<file path="config.mk">
export PLATFORM = sky130hd
export DESIGN_NAME = data_mem_arbiter
export DESIGN_NICKNAME = d
export VERILOG_FILES = /design/src/rtl/data_mem_arbiter_pkg.sv /design/src/rtl/data_mem_arbiter_wr_post_fifo.sv /design/src/rtl/data_mem_arbiter.sv
export SDC_FILE = /design/constraint.sdc
export NUM_CORES = 1
export LEC_CHECK = 0
export ABC_CLOCK_PERIOD_IN_PS = 3300
export CAP_MARGIN = 30
export CORE_MARGIN = 5
export CORE_UTILIZATION = 43
export DETAILED_ROUTE_END_ITERATION = 10
export PLACE_DENSITY_LB_ADDON = 0.2
export SYNTH_ARGS = -nofsm -noshare
export SYNTH_HDL_FRONTEND = slang
export SYNTH_HIERARCHICAL = 1
export SYNTH_SLANG_ARGS = --single-unit
</file>
<file path="constraint.sdc">
create_clock -name i_clk -period 3.3 [get_ports i_clk]
set_input_delay 0.66 -clock i_clk [delete_from_list [all_inputs] [get_ports i_clk]]
set_output_delay 0.66 -clock i_clk [all_outputs]
set_load 0.02 [all_outputs]
</file>
<file path="src/rtl/data_mem_arbiter_pkg.sv">
// data_mem_arbiter_pkg: default widths and RAM grant encoding shared by the data-memory arbiter.
package data_mem_arbiter_pkg;
  localparam int ADDR_W_DEF = 8;
  localparam int DATA_W_DEF = 8;
  localparam logic [2:0] GNT_NONE   = 3'd0;
  localparam logic [2:0] GNT_CPU_RD = 3'd1;
  localparam logic [2:0] GNT_DRAIN  = 3'd2;
  localparam logic [2:0] GNT_CPU_WR = 3'd3;
  localparam logic [2:0] GNT_DBG    = 3'd4;
endpackage

</file>
<file path="src/rtl/data_mem_arbiter_wr_post_fifo.sv">
// data_mem_arbiter_wr_post_fifo: 2-entry posted-write FIFO; both slots exposed for read forwarding.
module data_mem_arbiter_wr_post_fifo #(
  parameter int AW = 8,
  parameter int DW = 8
) (
  input  logic          clk_i,
  input  logic          rst_i,
  input  logic          push_i,
  input  logic          pop_i,
  input  logic [AW-1:0] addr_i,
  input  logic [DW-1:0] data_i,
  output logic          full_o,
  output logic          empty_o,
  output logic          old_vld_o,
  output logic [AW-1:0] old_addr_o,
  output logic [DW-1:0] old_data_o,
  output logic          yng_vld_o,
  output logic [AW-1:0] yng_addr_o,
  output logic [DW-1:0] yng_data_o
);
  logic [1:0] cnt_q, cnt_d, left;
  logic [AW+DW-1:0] s0_q, s0_d, s1_q, s1_d;
  logic pop, push;
  // s0 is always the head; s1 only holds the younger entry when two are buffered
  always_comb begin
    pop = pop_i && cnt_q != 2'd0;
    push = push_i && (cnt_q != 2'd2 || pop);
    left = cnt_q - {1'b0, pop};
    s0_d = pop ? s1_q : s0_q;
    s1_d = s1_q;
    if (push && left == 2'd0) s0_d = {addr_i, data_i};
    if (push && left != 2'd0) s1_d = {addr_i, data_i};
    cnt_d = left + {1'b0, push};
  end
  always_ff @(posedge clk_i) begin
    cnt_q <= rst_i ? 2'd0 : cnt_d;
    s0_q <= s0_d;
    s1_q <= s1_d;
  end
  assign full_o = cnt_q == 2'd2;
  assign empty_o = cnt_q == 2'd0;
  assign old_vld_o = !empty_o;
  assign yng_vld_o = full_o;
  assign {old_addr_o, old_data_o} = s0_q;
  assign {yng_addr_o, yng_data_o} = s1_q;
endmodule

</file>
<file path="src/rtl/data_mem_arbiter.sv">
// data_mem_arbiter: shares one single-port RAM between the unstallable CPU data bus and a debug port,
// posting colliding CPU writes and forwarding them to reads so the 1-cycle read latency stays coherent.
module data_mem_arbiter
  import data_mem_arbiter_pkg::*;
#(
  parameter int ADDR_W = ADDR_W_DEF,
  parameter int DATA_W = DATA_W_DEF
) (
  input  logic              i_clk,
  input  logic              i_reset,
  input  logic              i_cpu_wr,
  input  logic [ADDR_W-1:0] i_cpu_address_wr,
  input  logic [DATA_W-1:0] i_cpu_data_wr,
  input  logic              i_cpu_rd,
  input  logic [ADDR_W-1:0] i_cpu_address_rd,
  output logic [DATA_W-1:0] o_cpu_data_rd,
  input  logic              i_dbg_req,
  input  logic              i_dbg_we,
  input  logic [ADDR_W-1:0] i_dbg_address,
  input  logic [DATA_W-1:0] i_dbg_din,
  output logic              o_dbg_ack,
  output logic              o_dbg_valid,
  output logic [DATA_W-1:0] o_dbg_dout,
  output logic              o_mem_en,
  output logic              o_mem_we,
  output logic [ADDR_W-1:0] o_mem_address,
  output logic [DATA_W-1:0] o_mem_din,
  input  logic [DATA_W-1:0] i_mem_dout,
  output logic              o_overflow
);
  logic full, empty, old_vld, yng_vld, push, pop, drop;
  logic [ADDR_W-1:0] old_a, yng_a;
  logic [DATA_W-1:0] old_d, yng_d;
  logic [2:0] gnt;
  logic fwd_hit_q, fwd_hit_d, rd_vld_q, rd_vld_d, dbg_vld_q, dbg_vld_d, ovf_q, ovf_d;
  logic [DATA_W-1:0] fwd_data_q, fwd_data_d, dbg_hold_q, dbg_hold_d;
  data_mem_arbiter_wr_post_fifo #(.AW(ADDR_W), .DW(DATA_W)) u_fifo (
    .clk_i(i_clk), .rst_i(i_reset), .push_i(push), .pop_i(pop),
    .addr_i(i_cpu_address_wr), .data_i(i_cpu_data_wr), .full_o(full), .empty_o(empty),
    .old_vld_o(old_vld), .old_addr_o(old_a), .old_data_o(old_d),
    .yng_vld_o(yng_vld), .yng_addr_o(yng_a), .yng_data_o(yng_d)
  );
  // debug only wins with the FIFO empty and no CPU traffic, so it always sees coherent memory
  always_comb begin
    gnt = i_reset ? GNT_NONE : i_cpu_rd ? GNT_CPU_RD : !empty ? GNT_DRAIN :
          i_cpu_wr ? GNT_CPU_WR : i_dbg_req ? GNT_DBG : GNT_NONE;
    pop = gnt == GNT_DRAIN;
    push = i_cpu_wr && !i_reset && gnt != GNT_CPU_WR;
    drop = push && full && !pop;
    o_mem_en = gnt != GNT_NONE;
    o_mem_we = pop || gnt == GNT_CPU_WR || (gnt == GNT_DBG && i_dbg_we);
    o_mem_address = gnt == GNT_CPU_RD ? i_cpu_address_rd : pop ? old_a :
                    gnt == GNT_CPU_WR ? i_cpu_address_wr : i_dbg_address;
    o_mem_din = pop ? old_d : gnt == GNT_CPU_WR ? i_cpu_data_wr : i_dbg_din;
    o_dbg_ack = gnt == GNT_DBG;
    fwd_hit_d = i_cpu_rd && ((i_cpu_wr && i_cpu_address_wr == i_cpu_address_rd) ||
                (yng_vld && yng_a == i_cpu_address_rd) || (old_vld && old_a == i_cpu_address_rd));
    fwd_data_d = (i_cpu_wr && i_cpu_address_wr == i_cpu_address_rd) ? i_cpu_data_wr :
                 (yng_vld && yng_a == i_cpu_address_rd) ? yng_d : old_d;
    rd_vld_d = i_cpu_rd;
    dbg_vld_d = o_dbg_ack && !i_dbg_we;
    dbg_hold_d = dbg_vld_q ? i_mem_dout : dbg_hold_q;
    ovf_d = ovf_q || drop;
  end
  always_ff @(posedge i_clk) begin
    if (i_reset) begin
      fwd_hit_q <= 1'b0;
      fwd_data_q <= '0;
      rd_vld_q <= 1'b0;
      dbg_vld_q <= 1'b0;
      dbg_hold_q <= '0;
      ovf_q <= 1'b0;
    end else begin
      fwd_hit_q <= fwd_hit_d;
      fwd_data_q <= fwd_data_d;
      rd_vld_q <= rd_vld_d;
      dbg_vld_q <= dbg_vld_d;
      dbg_hold_q <= dbg_hold_d;
      ovf_q <= ovf_d;
    end
  end
  assign o_cpu_data_rd = !rd_vld_q ? '0 : fwd_hit_q ? fwd_data_q : i_mem_dout;
  assign o_dbg_valid = dbg_vld_q;
  assign o_dbg_dout = dbg_vld_q ? i_mem_dout : dbg_hold_q;
  assign o_overflow = ovf_q;
endmodule
</file>
==> metrics.txt <==
NetSw=0.000446 W; Synth Area in Compound Gates=13.0%; first-pass GRT wire length=12700 um; mux cell area share after synthesis=13.9%; family with the most delay on the worst path=buffers and inverters; FFs w/ async S/R, synth=0%; Post-synth EDFFs=32; DR pass1 iterations=6; Mapped Cells=265; Clock Power Share=24.3%; Avg WL per Cell=17.3 um; RSZ-0062 raised after global routing=no; Finished Core Util=62.6%; type of the worst setup path=input port to output port; Synth Area in XOR/XNOR=8.22%; run status=finished, final reports clean; actual slew at the worst max-slew pin=0.476 ns; P_int=0.00111 W; worst flop-to-flop path startpoint=u_fifo/cnt_q[1]; Rel. slew slack=68.2%; CTS Buf Count=5; Switching Fraction=28.6%; largest net degree at the start of global routing=21; Critical path origin=i_reset; placed cell count=452; Synth Cell Area=0.00306 mm^2; IO buf count=90; Core Region=0.00687 mm^2; initial antenna violation count=0; final wirelength=7980 um; Setup-failing EPs final=0; sequential share of power=49.5%; hold_buf cts=0; Crit. End Element=output port; Die W=94.4 um; IO Count=91; Hold Path Class=flop to flop; htree depth=2; Netlist cell types=41; top post-synthesis cells by count=32 x edfxtp_1, 22 x dfxtp_1, 20 x xnor2_1; Fin Clk Skew=0.00662 ns; number of routed nets with antenna violations=0; Crit path largest cell delay=0.54 ns; share of cells above drive strength 1=20.3%; Final Hold Vio Count=0; CP endpoint=o_mem_din[2]; count leader, synth=edfxtp_1; main combinational cell family by area after synthesis=simple AND/OR/NAND/NOR gates; worst path cell trace=clkdlybuf4s50_1 -> buf_4 -> nor3_2 -> buf_12 -> a222oi_1 -> inv_1 -> clkdlybuf4s50_1; area share of the largest cell type after synthesis=31.4%; biggest area consumer among synthesized cells=edfxtp_1; sequential cell area fraction in the yosys report=45.8%; hold_ws=0.492 ns; static leakage power=1.66 nW; GRT Resource Usage Total=18.1%; clk root buf=clkbuf_8; post-synthesis adder-cell area fraction=0.818%; Die Y=94.4 um; minimum clock period=3.18 ns; Cell Rows=30; setup bufs post-CTS=0; WP depth=7; FMAX=0.314 GHz; post-route DRC violation count=0; Required @ worst endpoint=2.64 ns; top cells by area, synth=edfxtp_1 31%, dfxtp_1 14%, mux2_2 5.9%; Worst VDD drop=0.206 mV; most frequent CP cell=clkdlybuf4s50_1; Reg clk slew, reported paths=0.10 ns; Warnings, synthesis=6; crit path DAT=2.52 ns; CP max-delay cell=clkdlybuf4s50_1; reg2reg end=u_fifo/s0_q[11]; R2R cell count=9; Initial Utilization=44.6%; initial detailed-routing violation count=162; Die ar.=0.00890 mm^2; final critical-path share of the clock period=96.5%; DR vias=2491; vias in the first global route=2571; CTS tree=built; Final nets=419; DP HPWL=6010 um; Skew-Pair Late Insertion Delay=0.31 ns; fin. max-slew vios=0; Synth Area in Simple Gates=14.0%; R2R setup slack=0.60 ns; # diodes=0; top_reg_cell synth=edfxtp_1; Area Growth Syn to Fin=40.5%; crit path max fanout=20; Max Cap Viol=0; Placer Congestion=0.811; final cell count without fillers=460; clk buf depth=2; Setup crit start kind=input port; synthesized flop and latch total=54; synthesized net count=321; P per Cell Area=363 mW/mm^2; Total Power=0.00156 W; gr ovfl total=0; WP buf/inv=5; clk sink count=54; Logic pwr share=26.2%; Via density=5.42; Mapped Avg Cell Area=11.5 um^2
sequential cells by signal, indices dropped and copies added (netlist names):
register,count
o_overflow,1
dbg_hold_q,8
fwd_hit_q,1
u_fifo/s0_q,16
u_fifo/s1_q,16
u_fifo/cnt_q,2
rd_vld_q,1
fwd_data_q,8
o_dbg_valid,1
worst min path at each step:
stage / startpoint / to / cells past startpoint
6_report: o_overflow / o_overflow / 2
5_1_grt: o_overflow / o_overflow / 2
4_1_cts: o_overflow / o_overflow / 2
3_5_place_dp: o_overflow / o_overflow / 2
3_3_place_gp: o_overflow / o_overflow / 2
2_1_floorplan: u_fifo/s0_q[0] / fwd_data_q[0] / 2
metrics by stage:
stage	setup TNS, ns	instance area [um^2]	worst slack, ns
after floorplan	0	3070	0.322
after global placement	0	4180	0.00951
after detailed placement	-0.116	4180	-0.0102
after CTS	0	4260	0.00722
after global routing	0	4300	0.0399
final	0	4300	0.115
cells in the final DEF (no fill, tap or decap), types with 10 or more instances in the layout:
master           count
nor2_1              14
nor2b_1             19
mux2_2              16
a21oi_1             10
mux2i_1             11
buf_4               13
edfxtp_1            32
xnor2_1             20
inv_1               15
dlymetal6s2s_1      14
dfxtp_1             22
a222oi_1            13
clkdlybuf4s50_1     75
logic make-up (layout without fill, tap and decap cells):
family,Yosys count,in the layout
AND/OR/NAND/NOR,71,71
buffers and inverters,30,129
AO/OA/AOI/OAI,47,47
multiplexers,36,36
XOR/XNOR,25,25
flip-flops,54,54
adder cells (fa/ha/maj),2,2
tightest hold or removal path: cells and delay by family, from the launching register on:
family	cells	cell delay (ns)
AO/OA/AOI/OAI	1	0.04
flip-flops	1	0.35
AND/OR/NAND/NOR	1	0.07
power by group through the flow:
stage          clock network, W  registers [W]  logic (W)
3_5_place_dp                  0       0.000788   0.000415
6_report               0.000379       0.000772   0.000409
3_3_place_gp                  0       0.000787   0.000412
2_1_floorplan                 0       0.000783   0.000214
4_1_cts                0.000388       0.000772   0.000416
5_1_grt                0.000416       0.000776   0.000439
cell type report:
class                      count  area [um^2]
tap                           96          120
multi-input combinational    181         1540
sequential                    54         1400
clock buffer                   5         68.8
timing repair buffer         106         1090
fill                         590         2570
clock inverter                 3         21.3
inverter                      15         56.3
routing by layer:
layer	routed length [um]	global-route usage [%]	share of wire [%]	vias up
met5	0	0	0	-
met4	116	5.29	1.5	0
met3	541	3.67	6.8	11
met2	3900	31.3	49	96
met1	3410	22.8	43	1190
li1	-	-	-	1194
timing repair:
| item | in CTS | in global routing |
|---|---|---|
| setup endpoints to repair | 1 | 14 |
| pin swaps | 0 | 1 |
| gates resized for setup | 1 | 14 |
| cloned | 0 | 0 |
No activity file was read; power rests on OpenSTA's default activity.
==> variant (same settings) <==
Make the reset (`i_reset`) asynchronous in one clocked block.
--- a/src/rtl/data_mem_arbiter.sv
+++ b/src/rtl/data_mem_arbiter.sv
@@ -62,7 +62,7 @@
     dbg_hold_d = dbg_vld_q ? i_mem_dout : dbg_hold_q;
     ovf_d = ovf_q || drop;
   end
-  always_ff @(posedge i_clk) begin
+  always_ff @(posedge i_clk or posedge i_reset) begin
     if (i_reset) begin
       fwd_hit_q <= 1'b0;
       fwd_data_q <= '0;
Formal check against the unedited RTL: differs if i_reset is asserted again (counterexample within 4 cycles, from zero or initial values and one cycle with i_reset high); with i_reset held inactive, the same outputs for 10 cycles.
==> variant against the original RTL <==
- setup slack improved by 0.033 ns
- count of clock-buffer cells in the layout unchanged
- critical endpoint is now o_mem_din[5]
- sequential power increased by 5.8%
- final area shrank 0.58%
- sequential cell count unchanged
- total power is 12% higher
- highest routed layer unchanged
- wire length up 3.1%
- synthesized area decreased by 0.29%
- worst hold slack improved by 0.00055 ns
==> variant: results (changes against the original RTL) <==
commonest cells in the netlist edfxtp_1, dfrtp_1, inv_1, xnor2_1, mux2_2; fin nets 415 (-0.95%); global-route wire length before repair 13100 µm (+2.9%); WP data arrival 2.49 ns (-0.03 ns); slew margin rel. 0.683 (+0.000933); number of enable flip-flop cells after synthesis 32 (unchanged); LEAKAGE 1.63 nW (-1.9%); Top FF cell, synth edfxtp_1; total CTS buffers 5 (unchanged); worst-path maximum fanout 9 (-55%); antenna cell count 0 (unchanged); initial antenna violation count 0 (unchanged); postcts setup bufs 0 (unchanged); largest net degree at the start of global routing 22 (+4.8%); clk root buf clkbuf_8; gpl congestion 0.881 (+8.6%); drt first pass iters 6 (unchanged); port bufs 90 (unchanged); Detail Placement HPWL 6180 µm (+2.7%); routed len/inst 18.0 µm (+4.0%); maximum vdd drop 0.193 mV (-6.5%); Filler Cells Inserted 596 (+1.0%); worst hold-check path type flip-flop to flip-flop; Post-CTS Resized 17 (+16); Placed Area 4200 µm² (+0.51%); CTS H-Tree Depth 2 (unchanged); Clk Latency, worst-skew pair 0.31 ns (about the same); status complete, no violations; Synth area leaders edfxtp_1, dfrtp_1, mux2_2; Seq/Total Area, Yosys 0.492 (+0.0341); fraction of layout cells with a size suffix above 1 0.175 (-0.0283); DRT iter0 DRCs 265 (+64%); GR Util All Layers 0.187 (+0.00596); fraction of registers with async set/reset 0.370 (+0.370); Via density 5.56 (+2.6%); number of global-route vias before repair 2547 (-0.93%); Mapped Nets 311 (-3.1%); clock-pin slew on the worst setup and hold paths 0.10 ns (about the same); largest registers u_fifo/s0_q: 16 flops, u_fifo/s1_q: 16 flops; buffer depth of the longest clock path 2 (unchanged); clock skew 0.00634 ns (-0.000282 ns)
-- variant: worst max-delay path: stages --
cell and delay [ns]:
clkdlybuf4s50_1 0.48, or3_4 0.49, buf_4 0.20, a222oi_1 0.27
inv_1 0.06, dlygate4sd2_1 0.32
-- variant: metal layers --
metal | track usage | vias up | wire, µm
li1 | - | 1186 | -
met1 | 0.261 | 1199 | 3520
met3 | 0.0329 | 13 | 694
met4 | 0.0457 | 0 | 120
met5 | 0 | - | 0
met2 | 0.300 | 136 | 3890
-- variant: worst paths after layout --
| kind | start | to | slack (ns) | depth (start not counted) |
|---|---|---|---|---|
| min | o_overflow | o_overflow | 0.49 | 1 |
| min in group asynchronous | i_reset | dbg_hold_q[7] | 0.99 | 4 |
| max | i_reset | o_mem_din[5] | 0.15 | 6 |
| min reg2reg | o_overflow | o_overflow | 0.49 | 1 |
| max reg2reg | u_fifo/cnt_q[1] | u_fifo/s0_q[14] | 0.77 | 10 |
| max in group asynchronous | i_reset | fwd_data_q[4] | 2.11 | 4 |
-- variant: cell families after synthesis --
kind of cell | Yosys count | synth area share
xor gates and xnor gates | 25 | 0.0763
adders and majority gates | 2 | 0.00820
DFF | 54 | 0.492
buffers and inverters | 31 | 0.0484
muxes | 35 | 0.136
and+or+nand+nor | 62 | 0.123
AOI/OAI and AO/OA | 46 | 0.116
-- variant: cell type report --
cell class | count | area [µm²] | area share
inverter | 17 | 63.8 | 0.0149
clock inverter | 3 | 23.8 | 0.00556
clock buffer | 5 | 68.8 | 0.0161
timing repair buffer | 111 | 1080 | 0.252
tap | 96 | 120 | 0.0281
sequential | 54 | 1500 | 0.351
multi-input combinational | 170 | 1420 | 0.332
-- variant: where the power goes --
group | total, mW | internal, mW | switching [mW]
combinational | 0.548 | 0.279 | 0.270
sequential | 0.817 | 0.787 | 0.0291
clock | 0.387 | 0.154 | 0.232
total | 1.75 | 1.22 | 0.531
-- variant: through the flow --
stage	setup slack [ns]	std cells	TNS, ns
floorplan	0.220	255	0
global placement	-0.183	448	-2.00
detailed placement	-0.261	448	-2.18
CTS	0.121	456	0
global route	0.0179	456	0
finish	0.148	456	0
